===== src/rtl/flash_sched_pkg.sv =====
// Shared types and constants for the flash sample playback scheduler.
package flash_sched_pkg;

    localparam int ADDR_W = 23;

    localparam logic [1:0] MODE_NORMAL = 2'b00;
    localparam logic [1:0] MODE_SLOW   = 2'b01;
    localparam logic [1:0] MODE_FAST   = 2'b10;

    typedef enum logic [2:0] {
        IDLE,
        REQ,
        WAIT_DATA,
        WAIT_RDY,
        WRITE,
        NEXT
    } state_t;

    typedef enum logic {
        HS_IDLE,
        HS_WRITE
    } hs_state_t;

endpackage


===== src/rtl/codec_write_hs.sv =====
// Codec write handshake: raises write_s once the codec has room and holds it
// until the codec deasserts write_ready; done flags that final cycle.
module codec_write_hs
    import flash_sched_pkg::*;
(
    input  logic clk,
    input  logic rst_n,
    input  logic start,
    input  logic write_ready,
    output logic write_s,
    output logic busy,
    output logic done
);

    hs_state_t state;

    // Strobe sequencer: idle until asked and ready, then strobe until ready drops.
    always_ff @(posedge clk or negedge rst_n) begin
        if (!rst_n) begin
            state   <= HS_IDLE;
            write_s <= 1'b0;
        end else begin
            case (state)
                HS_IDLE: begin
                    if (start && write_ready) begin
                        state   <= HS_WRITE;
                        write_s <= 1'b1;
                    end
                end
                HS_WRITE: begin
                    if (!write_ready) begin
                        state   <= HS_IDLE;
                        write_s <= 1'b0;
                    end
                end
                default: begin
                    state   <= HS_IDLE;
                    write_s <= 1'b0;
                end
            endcase
        end
    end

    assign busy = (state == HS_WRITE);
    assign done = busy && !write_ready;

endmodule


===== src/rtl/flash_sample_sched.sv =====
// Flash-to-codec playback scheduler: reads one 32-bit word at a time from the
// flash Avalon-MM port and emits its two signed 16-bit halves (low first) to
// the codec, repeated (slow), normal, or low half only (fast).
// Optional feature macro: SAMPLE_ATTEN_EN (arithmetic right shift of samples).
module flash_sample_sched
    import flash_sched_pkg::*;
#(
    parameter int NUM_WORDS   = 2097152,
    parameter int ATTEN_SHIFT = 6
) (
    input  logic              clk_clk,
    input  logic              reset_reset_n,
    input  logic              run,
    input  logic [1:0]        mode,
    output logic              flash_mem_read,
    output logic [ADDR_W-1:0] flash_mem_address,
    output logic              flash_mem_burstcount,
    input  logic              flash_mem_waitrequest,
    input  logic [31:0]       flash_mem_readdata,
    input  logic              flash_mem_readdatavalid,
    input  logic              write_ready,
    output logic              write_s,
    output logic [15:0]       sample,
    output logic              done
);

`ifdef SAMPLE_ATTEN_EN
    localparam bit ATTEN_ON = 1'b1;
`else
    localparam bit ATTEN_ON = 1'b0;
`endif

    localparam int               SHIFT_AMT = ATTEN_ON ? ATTEN_SHIFT : 0;
    localparam logic [ADDR_W-1:0] LAST_ADDR = ADDR_W'(NUM_WORDS - 1);

    state_t      state;
    logic [15:0] hi_half;
    logic [1:0]  mode_q;
    logic        half;
    logic        rep;
    logic        hs_start;
    logic        hs_busy;
    logic        hs_done;

    // Sign-preserving attenuation; a zero shift leaves the sample untouched.
    function automatic logic [15:0] shape(input logic [15:0] h);
        logic signed [15:0] s;
        s = $signed(h) >>> SHIFT_AMT;
        return $unsigned(s);
    endfunction

    assign flash_mem_burstcount = 1'b1;
    assign hs_start             = (state == WAIT_RDY) && !hs_busy;

    codec_write_hs u_hs (
        .clk         (clk_clk),
        .rst_n       (reset_reset_n),
        .start       (hs_start),
        .write_ready (write_ready),
        .write_s     (write_s),
        .busy        (hs_busy),
        .done        (hs_done)
    );

    // Main playback sequencer: fetch a word, emit its samples, advance address.
    always_ff @(posedge clk_clk or negedge reset_reset_n) begin
        if (!reset_reset_n) begin
            state             <= IDLE;
            flash_mem_read    <= 1'b0;
            flash_mem_address <= '0;
            sample            <= '0;
            done              <= 1'b0;
            hi_half           <= '0;
            mode_q            <= MODE_NORMAL;
            half              <= 1'b0;
            rep               <= 1'b0;
        end else begin
            done <= 1'b0;
            case (state)
                IDLE: begin
                    if (run) begin
                        state          <= REQ;
                        flash_mem_read <= 1'b1;
                    end
                end
                REQ: begin
                    if (!flash_mem_waitrequest) begin
                        flash_mem_read <= 1'b0;
                        state          <= WAIT_DATA;
                    end
                end
                WAIT_DATA: begin
                    if (flash_mem_readdatavalid) begin
                        hi_half <= flash_mem_readdata[31:16];
                        sample  <= shape(flash_mem_readdata[15:0]);
                        mode_q  <= mode;
                        half    <= 1'b0;
                        rep     <= 1'b0;
                        state   <= WAIT_RDY;
                    end
                end
                WAIT_RDY: begin
                    if (write_ready) begin
                        state <= WRITE;
                    end
                end
                WRITE: begin
                    if (hs_done) begin
                        state <= NEXT;
                    end
                end
                NEXT: begin
                    if (mode_q == MODE_SLOW && !rep) begin
                        rep   <= 1'b1;
                        state <= WAIT_RDY;
                    end else if (!half && mode_q != MODE_FAST) begin
                        half   <= 1'b1;
                        rep    <= 1'b0;
                        sample <= shape(hi_half);
                        state  <= WAIT_RDY;
                    end else begin
                        if (flash_mem_address == LAST_ADDR) begin
                            flash_mem_address <= '0;
                            done              <= 1'b1;
                        end else begin
                            flash_mem_address <= flash_mem_address + 23'd1;
                        end
                        if (run) begin
                            flash_mem_read <= 1'b1;
                            state          <= REQ;
                        end else begin
                            state <= IDLE;
                        end
                    end
                end
                default: begin
                    state          <= IDLE;
                    flash_mem_read <= 1'b0;
                end
            endcase
        end
    end

endmodule


===== config.mk =====
export PLATFORM = sky130hd
export DESIGN_NAME = flash_sample_sched
export DESIGN_NICKNAME = d
export VERILOG_FILES = /design/src/rtl/flash_sched_pkg.sv /design/src/rtl/codec_write_hs.sv /design/src/rtl/flash_sample_sched.sv
export SDC_FILE = /design/constraint.sdc
export NUM_CORES = 1
export LEC_CHECK = 0
export BUFFER_PORTS_ARGS = -buffer_cell sky130_fd_sc_hd__buf_4
export CAP_MARGIN = 20
export CELL_PAD_IN_SITES_DETAIL_PLACEMENT = 0
export CELL_PAD_IN_SITES_GLOBAL_PLACEMENT = 1
export CORE_UTILIZATION = 40
export CTS_CLUSTER_SIZE = 10
export DETAILED_ROUTE_END_ITERATION = 10
export PLACE_DENSITY = 0.88
export SLEW_MARGIN = 20
export SYNTH_ARGS = -nofsm -noshare
export SYNTH_HDL_FRONTEND = slang
export SYNTH_SLANG_ARGS = --single-unit

===== constraint.sdc =====
create_clock -name clk_clk -period 2.8 [get_ports clk_clk]
set_input_delay 0.14 -clock clk_clk [delete_from_list [all_inputs] [get_ports clk_clk]]
set_output_delay 0.14 -clock clk_clk [all_outputs]
set_load 0.05 [all_outputs]

## After elaboration in Yosys (flattened, before gate mapping)

Index checks and enable logic that the tools add are counted.

| word-level totals | value |
|---|---|
| flip-flop bits (word level) | 66 |
| output and inout port bits | 43 |
| input bits | 40 |

| operators by class | value |
|---|---|
| add/subtract/negate cells | 1 |
| equal/unequal tests | 19 |
| reductions and logical operators | 19 |
| mux-type cells | 36 |
| bitwise operators | 4 |

Operator list:

| operator | number |
|---|---|
| 2-to-1 mux 16 bit | 3 |
| case mux 16 bit (2 select lines) | 1 |
| adder 23 x 1 -> 23 bit, second input constant | 1 |
| == test 23 x 21 -> 1 bit, second input constant | 1 |
| 2-to-1 mux 23 bit | 1 |
| != test 2 bit, second input constant | 10 |
| 2-to-1 mux 1 bit | 18 |
| case mux 3 bit (6 select lines) | 1 |
| 2-to-1 mux 3 bit | 5 |
| case mux 1 bit (2 select lines) | 4 |
| AND reduction 4 bit | 2 |
| == test 3 x 2 -> 1 bit, second input constant | 2 |
| == test 3 bit, second input constant | 2 |
| AND reduction 3 bit | 2 |
| logical AND 1 bit | 5 |
| AND reduction 5 bit | 1 |
| logical NOT 1 bit | 4 |
| 2-to-1 mux 2 bit | 2 |
| NOT 1 bit | 4 |
| case mux 1 bit (4 select lines) | 1 |
| AND reduction 2 bit | 2 |
| == test 3 x 1 -> 1 bit, second input constant | 1 |
| logical NOT 3 bit | 1 |
| != test 3 bit, second input constant | 1 |
| 4 further kinds | 4 |

## Depth between registers and ports, before layout

Gate-level depths: netlist (run 1).

| logic depth | value |
|---|---|
| word-level depth | 5 |
| gate-level depth with buffers | 7 |

## By module

A second synthesis (run 1) with hierarchy kept.

| second synthesis, totals | value |
|---|---|
| cell total of the unflattened synthesis | 298 |
| area total of the unflattened synthesis | 3111.7 sq um |

Modules (own cells, without submodules):

| module | area an instance (sq um) | cells each | sequential area each (sq um) | times used |
|---|---|---|---|---|
| flash_sample_sched | 3025.4 | 290 | 1601.5 | 1 |
| codec_write_hs | 86.3 | 8 | 50.0 | 1 |

## Worst setup path before layout (run 1)

No wires, ideal clock.

| path | value |
|---|---|
| kind | register to register |
| start point | register flash_mem_address[0] |
| end point | register flash_mem_address[19] |
| cell stages (with the launch flop) | 8 |
| arrival time | 2.176 ns |
| data required time | 2.656 ns |
| path buffers | 1 |
| setup slack | 0.480 ns |
| cell sequence | dfrtp_1 ha_1 nand4_1 nor4_1 clkbuf_1 a22oi_1 o21ai_0 o31ai_1 |

| on the way | value |
|---|---|
| longest elaborated chain between the ends | 2 |
| elaborated cells on any way between the ends | 3 |
| classes of those cells | add/sub (1); eq/ne (1); mux (1) |

RTL lines:

| what | RTL line | source |
|---|---|---|
| from (decl) | flash_sample_sched.sv:16 | `output logic [ADDR_W-1:0] flash_mem_address,` |
| from (signal assigned) | flash_sample_sched.sv:126 | `flash_mem_address <= flash_mem_address + 23'd1;` |
| adder 23 x 1 -> 23 bit / == test 23 x 21 -> 1 bit (equally long branches) | flash_sample_sched.sv:126, flash_sample_sched.sv:122 |  |
| 2-to-1 mux 23 bit (*) | flash_sample_sched.sv:122 | `if (flash_mem_address == LAST_ADDR) begin` |

Mark *: on every way between the ends. The rest lies on a longest branch, timed or not.
A chain may end at the register's enable or synchronous reset.

## Final worst setup path (run 1)

| path | value |
|---|---|
| start point | register flash_mem_address[0] |
| end point | register flash_mem_address[13] |

Same word-level chain as after synthesis.

==> results of run 1 <==
per-layer routing:
metal	track usage, %	share of wire [%]	vias up
li1	-	-	1227
met1	24.1	45	1224
met2	29.8	50	61
met3	4.48	4.5	4
met4	4.97	0.76	0
met5	0	0	-
worst max-delay path: stages (launching register included):
cell	delay (ns)
dfrtp_1	0.44
ha_1	0.27
nand4_1	0.19
nor4_1	0.43
buf_4	0.24
nand2_1	0.20
nand2_1	0.25
o31ai_1	0.11
kinds of logic (layout without fill, tap and decap cells):
family	Yosys count	count (layout)	synth area share (%)
xor gates and xnor gates	11	11	3.36
DFF	66	66	53.5
buffers and inverters	22	110	3.12
muxes	35	35	12.1
adders and majority gates	1	1	0.405
and+or+nand+nor	95	95	15.2
AOI/OAI and AO/OA	65	65	12.2
other	1	1	0.121
final cells by class:
type | count | share of cell area, %
clock buffers | 12 | 4.07
clock inverters | 4 | 1.79
inverters | 6 | 0.555
multi-input cells | 208 | 33.5
flip-flops and latches | 66 | 40.7
well taps | 99 | 3.05
repair buffers | 88 | 16.3
where the power goes:
| part | switching [mW] | leakage (nW) | total (mW) | internal (mW) |
|---|---|---|---|---|
| clock network | 0.349 | 0.119 | 0.922 | 0.573 |
| registers | 0.247 | 0.844 | 1.51 | 1.26 |
| logic | 0.900 | 0.969 | 1.45 | 0.552 |
registers in the layout (all words and copies together), names as in the netlist:
| name | flops |
|---|---|
| half | 1 |
| flash_mem_read | 1 |
| done | 1 |
| hi_half | 16 |
| flash_mem_address | 23 |
| rep | 1 |
| u_hs.write_s | 1 |
| u_hs.busy | 1 |
| state | 3 |
| mode_q | 2 |
| sample | 16 |
cells in the final DEF, fill, tap and decap left out, types with 2 or more instances in the layout:
cell type / count
a21o_1: 2
a21oi_1: 17
a22oi_1: 2
and2_1: 2
and3_1: 2
buf_4: 87
bufinv_16: 2
clkbuf_8: 12
dfrtp_1: 66
inv_1: 6
mux2_2: 19
mux2i_1: 16
nand2_1: 36
nand3_1: 15
nand4_1: 10
nor2_1: 10
nor2b_1: 4
nor3_1: 4
nor4_1: 2
o21ai_0: 30
o22ai_1: 2
o31ai_1: 3
o41ai_1: 2
or3_1: 3
xnor2_1: 10
stage by stage:
step                util [%]  setup slack, ns  instance area [um^2]  hold WS (ns)  std cells
floorplan                  -            0.480                  3090        -0.156        296
global placement        51.7            0.611                  3810         0.293        466
detailed placement      51.7            0.543                  3810         0.290        466
CTS                     55.1            0.532                  4060        0.0212        483
global route            55.1            0.266                  4060        0.0201        483
finish                  55.1            0.548                  4060        0.0358        483
what timing repair did:
item | in CTS | in global routing
endpoints found under the hold margin | 66 | 0
hold buffers | 1 | 0
buffers inserted | 0 | 0
how the worst max path moves through the flow:
stage,cells past startpoint,from,to
after floorplan,7,flash_mem_address[0],flash_mem_address[19]
after global placement,7,flash_mem_address[0],flash_mem_address[7]
after detailed placement,4,state[1],sample[1]
after CTS,4,state[1],sample[1]
after global routing,4,state[2],sample[1]
final,7,flash_mem_address[0],flash_mem_address[13]
==> summary by stage, run 1 <==
Outcome
The flow ran to the end, and the final reports show no timing, DRC or antenna violations.

Detailed routing
The DRC violations left is 0. The detailed-route vias per instance is 5.21. For this block, the routed nets add up to 6.82 mm of wire.

The average wire length per cell after detail routing is 14.1 um. The pre-antenna-repair detailed-routing pass consisted of 4 iterations. The detailed router finished its first iteration with 169 violations.

The detail route stage leaves a number of antenna-violating nets equal to 0. The number of vias in the routed layout is 2516.

STA
Setup violations remaining at the end of the flow were counted as 0. The final total negative setup slack is 0 ns. In this run the tightest slew margin relative to its limit is 33.6%. The number of slew-limit violations in the final report is 0. The final count of hold timing violations came to 0. Setup repair after global routing left no endpoint under its margin. The setup skew after layout is 0.0101 ns.

The post-route fraction of the period consumed by the critical path is 80.4%. The shortest period the worst path allows is 2.25 ns. The slew at the pin closest to its max-slew limit is 0.997 ns. The highest attainable clock frequency is 444 MHz.

Die
The initial utilization of the core area, before any placement, comes to 41.9%. For this design the top-level I/O count stands at 83. The overall die height is 89.9 um. The die covers 8070 um^2. The total core area is 7370 um^2. The number of core rows is 31. The die is 89.9 um wide.

Cells and area
The area of the multi-input gates is 1360 um^2. The total inserted antenna cells is 0. Across the whole layout, storage elements account for 1650 um^2.

Fill cells in the final layout number 659. In the final layout, the share of cells above drive strength 1 is 32.6%. After the last flow step, the layout net total stands at 420. The layout overhead on the synthesized area is 31.4%.

Placement
The HPWL after detailed placement is 4.89 mm. The port buffer count is 81. The final weighted congestion in routability-driven placement is 0.767.

Synth
The async set-or-reset flop fraction in the synthesized netlist is 100%. Sorting the synthesized cells by area gives the leading types as dfrtp_1 53%, mux2_2 6.9%, mux2i_1 5.2%. The number of enable flip-flop cells after synthesis is 0. Of all cell types, the one taking the most synthesized area is dfrtp_1. The most used standard cell by instance count after synthesis is dfrtp_1.

A synthesized cell averages 10.4 um^2. The number of nets in the synthesized netlist is 337. The synthesized design contains 66 register bits. The synthesized instance count is 296.

Counting instances in the post-synthesis netlist gives the leading cell types as 66 x dfrtp_1, 36 x nand2_1, 30 x o21ai_0. The Yosys step of the flow raised 0 warnings. The sequential-to-total area share from yosys stat is 53.5%.

The netlist uses 44 different library cells. Among all flip-flop cells after synthesis, the most frequent one is dfrtp_1. After synthesis the cells add up to 3090 um^2. Of the post-synthesis cell area, the dominant cell type holds 53.5%.

Worst setup path
In this run the critical register-to-register path is captured at flash_mem_address[13]. The largest fanout of any net on the critical path is 8. The worst register-to-register path has a setup slack of 0.55 ns. The arrival time at the worst endpoint is 2.46 ns. The launching element type of the critical path is a flip-flop. The startpoint identified for the worst register-to-register timing path is flash_mem_address[0]. The worst register-to-register path has a depth of 7. The critical path is of the flip-flop to flip-flop type. The sort of element at the end of the critical path is a flip-flop. At the worst endpoint, the required time is 3.00 ns.

Clocking
The number of sinks handled by clock tree synthesis is 66. The CTS tree is done. The H-tree generated during clock tree synthesis spans 3 levels.

The later-pin clock latency in the skew report is 0.33 ns. The clock root buffer is clkbuf_8. In this run, post-CTS repair resized a total of 0 instances. The worst-case clock buffer depth is 2.

The clock input transition at the sequential cells of the worst setup and hold paths is 0.07 ns. The total clock buffers created by CTS is 9.

Power and ir drop
The total power of the final layout is 3.88 mW. Dividing total power by cell area gives a power density of 957 nW/um^2. The leakage component of the power is 1.93 nW. The peak supply drop is 0.461 mV.

Global routing
Global routing used 18.2% of the available tracks. The largest net degree at the start of global routing is 67. The number of global-route vias before repair is 2383.

The number of antenna violations at the first check in global routing is 0. The first-pass GRT wire length is 11.7 mm. After global routing the overflow that remains totals 0.

Min path
In this run the most critical hold path is launched from flash_mem_readdata[24]. For hold timing, the worst endpoint is hi_half[8]. The cell depth of the worst min-delay path is 2.

The kind of path behind the tightest hold check is input pin to flip-flop.

Flow run
Max-cap violations in this run came to 0.
Power figures use the tool's default switching activity.
==> run 2, diff against run 1 <==
Settings changed: ABC_AREA set to 1, CORE_UTILIZATION 40 to 35, PLACE_DENSITY 0.88 to 0.85.
Clock period 2.8 ns to 2 ns, I/O delays scaled along.
==> run 2 against run 1 <==
Effect of this change: routed wire length rose by 22%; sequential cell count did not move; sequential share of layout area fell by 4.5 points; combinational power rose by 49%; clock skew fell by 0.0025 ns; clock power rose by 30%; hold slack improved by 0.0098 ns; cell count rose by 41%; synthesized area rose by 11%; largest cell class unchanged.
==> summary by stage, run 2 <==
Worst setup path
The launching element type of the critical path is a flip-flop. The worst register-to-register path begins at flash_mem_address[1]. The terminus of the critical flop-to-flop path is flash_mem_address[9]. The register-to-register setup slack is 0.26 ns (-0.29 ns). The sort of element at the end of the critical path is a flip-flop. The delay of the slowest cell on the worst path is 0.42 ns (-0.02 ns). The worst setup path is of the flip-flop to flip-flop kind. The endpoint of the most critical setup path is flash_mem_address[9].

The largest individual stage delay along the critical path comes from the cell dfrtp_1. The number of cell instances on the worst register-to-register path was 6 (-1). The arrival time at the worst endpoint came to 1.95 ns (-0.51 ns). The largest fanout of any net on the critical path was 5 (-3).

The worst endpoint required time is 2.21 ns (-0.79 ns). Walking the worst path, the cells encountered are ha_1 -> nand3_1 -> inv_1 -> nand3_2 -> nor3_2 -> nor3_1. In this run the worst setup path begins at flash_mem_address[1].

Die
The die extent in x is 101 um (+12%). The total core area is 9370 um^2 (+27%). The area of the die is 10200 um^2 (+26%).

The count of boundary I/O pins is 83 (unchanged). The overall die height is 101 um (+12%). The number of core rows was 35 (+13%). The initial core utilization is 36.6% (-5.3 points).

Synth
The flip-flop and latch count after synthesis is 66 (unchanged). In the synthesized netlist, the cells that appear most often are 161 x nand2_1, 66 x dfrtp_1, 49 x inv_1. The synthesized instance count is 443 (+50%).

The sequential-to-total area share from yosys stat came to 48.2% (-5.3 points). The synthesized design spends more area on one cell type than any other, namely dfrtp_1. The average cell area after synthesis is 7.73 um^2 (-26%). The netlist area before placement is 3430 um^2 (+11%). Yosys instantiated no cell more often than nand2_1. The proportion of netlist area held by the largest area contributor is 48.2% (-5.3 points). The async set-or-reset flop fraction in the synthesized netlist was 100% (unchanged).

Among all flip-flop cells after synthesis, the most frequent one is dfrtp_1. The synthesis warning total is 0 (unchanged). The number of distinct library cell variants in the gate-level netlist after synthesis was 34 (-23%).

The net count of the mapped netlist came to 484 (+44%). Ranked by total cell area, the synthesized netlist is headed by dfrtp_1 48%, nand2_1 18%, o21ai_0 5.7%. The number of enable flip-flop cells after synthesis is 0 (unchanged).

Power and ir drop
The internal power of the cells is 3.15 mW (+32%). The clock network fraction of design power is 22.3% (-1.4 points). The switching component of the power was 2.21 mW (+48%). The switching share of power came to 41.3% (+2.8 points). The sequential fraction of design power was 37.4% (-1.5 points). The peak supply drop is 0.744 mV (+61%).

The leakage component of the power is 2.34 nW (+21%). The power per unit of standard cell area was 1170 nW/um^2 (+23%). The share of total power in combinational logic is 40.3% (+2.9 points).

Cells and area
The register bank with the most flops is flash_mem_address. The commonest non-fill, non-tap cell in the layout is nand2_1. The number of filler instances in the final layout was 962 (+46%).

The largest registers in the layout are flash_mem_address x23, hi_half x16, sample x16. The number of flip-flops in the largest register is 23 (unchanged). The final net count is 588 (+40%).

Compared with the post-synthesis result, the final layout area differs by 33.3%. The finished layout cell area came to 4570 um^2 (+13%). The top cell types in the final layout, fill and taps aside, are 161 x nand2_1, 85 x buf_4, 66 x dfrtp_1. The fraction of layout instances using a drive strength above 1 is 21.5% (-11 points). The total inserted antenna cells was 0 (unchanged).

Placement
The port buffer count came to 81 (unchanged). The final weighted congestion in routability-driven placement is 0.861 (+12%). The area of placed instances is 4170 um^2 (+9.5%). The HPWL after detailed placement is 5.94 mm (+21%).

Min path
In this run the worst hold path is classified as input pin to flip-flop. The cell depth of the worst min-delay path is 3 (+1).

Global routing
In this run the most used layer during global routing was met2. The number of global-route vias before repair was 3203 (+34%). The largest net degree at the start of global routing came to 42 (-37%). The met2 demand-to-capacity share in global routing came to 30.9% (+1.1 points).

The first-pass GRT wire length is 14.1 mm (+21%). The overall global routing resource usage came to 17.8% (-0.41 points). The number of antenna violations at the first check in global routing was 0 (unchanged). The met3 usage in global routing is 5.48% (+0.99 points). The remaining global-route overflow is 0 (unchanged).

The global-route met1 utilization is 21.3% (-2.8 points).

STA
The setup skew after layout is 0.00764 ns (-0.00247 ns). The shortest period the worst path allows is 1.74 ns (-0.513 ns). The highest attainable clock frequency is 575 MHz (+29%). The post-route fraction of the period consumed by the critical path came to 87.0% (+6.5 points). Setup repair after global routing left no endpoint under its margin.

The final count of hold timing violations is 0 (unchanged). The worst slew slack as a fraction of its limit is 62.5% (+29 points). The final total negative setup slack is 0 ns (unchanged). The slew at the pin closest to its max-slew limit is 0.563 ns (-0.434 ns).

The number of slew-limit violations in the final report was 0 (unchanged). The number of endpoints failing setup at the final stage is 0 (unchanged).

Clocking
The setup fix buffers added after clock tree synthesis came to 0 (unchanged). The tree is rooted in a clkbuf_8. The CTS tree is done. The total clock buffers created by CTS is 9 (unchanged). The clock input transition at the sequential cells of the worst setup and hold paths is 0.07 ns (about the same). The number of sinks handled by clock tree synthesis is 66 (unchanged). The later-pin clock latency in the skew report was 0.33 ns (about the same). The maximum level of the CTS H-tree was 3 (unchanged).

The cts-stage hold buffer count is 19 (+18). The post-CTS resize count is 0 (unchanged). The worst-case clock buffer depth is 2 (unchanged).

Detailed routing
The average wire length per cell after detail routing came to 12.3 um (-13%). The DRC violations left was 0 (unchanged). The count of routing violations after the opening detailed-route iteration was 99 (-41%). The wire length reported by the detailed router is 8.32 mm (+22%). The count of TritonRoute iterations in the first routing pass is 4 (unchanged). The detailed-route vias per instance came to 4.68 (-10%). The number of vias in the routed layout is 3175 (+26%). The final antenna-violating net count is 0 (unchanged).

Outcome
The run finished with clean final reports.

Flow run
The max-capacitance violation count is 0 (unchanged).
==> run 2: changes by cell type in the layout (fill, tap and decap cells not counted), moves of 8 or more <==
cell and delta:
nor2_1 +22, o21ai_0 +9, inv_1 +43, nand2_1 +125
a21oi_1 -11, mux2i_1 -16, dlygate4sd3_1 +18, mux2_2 -19
xnor2_1 -8
==> run 2: stage by stage <==
step | setup slack (ns) | instances | util (%) | power (mW) | hold slack (ns)
2_1_floorplan | 0.102 | 443 | - | 3.55 | -0.196
3_3_place_gp | 0.264 | 646 | 44.5 | 4.12 | 0.133
3_5_place_dp | 0.225 | 646 | 44.5 | 4.17 | 0.139
4_1_cts | 0.220 | 679 | 48.7 | 5.42 | 0.0221
5_1_grt | 0.0411 | 679 | 48.7 | 5.74 | 0.0231
6_report | 0.261 | 679 | 48.7 | 5.36 | 0.0455
==> run 2: how the worst min path moves through the flow <==
stage,startpoint,endpoint,slack [ns]
after floorplan,reset_reset_n,done,-0.20
after global placement,reset_reset_n,flash_mem_address[5],0.13
after detailed placement,reset_reset_n,done,0.14
after CTS,write_ready,u_hs.busy,0.02
after global routing,write_ready,u_hs.busy,0.02
final,write_ready,u_hs.busy,0.05
==> run 2: area by class of cell <==
type	instances	area (um^2)	share of cell area, %
Clock buffer	11	141	3.10
Multi-Input combinational cell	313	1500	32.9
Sequential cell	66	1650	36.2
Tap cell	129	161	3.53
Inverter	52	198	4.33
Timing Repair Buffer	105	848	18.6
Clock inverter	3	65.1	1.42
==> run 2: critical path, delay by kind of cell, from the launching register on <==
| family | cells | cell delay, ns |
|---|---|---|
| buffers and inverters | 1 | 0.15 |
| adder cells (fa/ha/maj) | 1 | 0.24 |
| flip-flops | 1 | 0.42 |
| AND/OR/NAND/NOR | 4 | 0.82 |
==> run 2: cell families (layout without fill, tap and decap cells) <==
logic type | after synthesis | in the layout | synth area share [%]
and+or+nand+nor | 248 | 248 | 32.2
DFF | 66 | 66 | 48.2
buffers and inverters | 64 | 171 | 7.96
AOI/OAI and AO/OA | 54 | 54 | 8.84
xor gates and xnor gates | 9 | 9 | 2.30
adders and majority gates | 1 | 1 | 0.365
other | 1 | 1 | 0.109
==> run 2: layer usage <==
layer | vias to the layer above | part of all wire, %
met2 | 103 | 49
met4 | 0 | 0.89
met3 | 8 | 5.6
li1 | 1612 | -
met5 | - | 0
met1 | 1452 | 45
==> run 2: power by group through the flow <==
stage | sequential (mW) | combinational [mW] | clock [mW]
6_report | 2.00 | 2.16 | 1.20
5_1_grt | 2.05 | 2.39 | 1.29
4_1_cts | 2.01 | 2.18 | 1.24
3_5_place_dp | 2.03 | 2.14 | 0
3_3_place_gp | 2.02 | 2.11 | 0
2_1_floorplan | 2.59 | 0.961 | 0
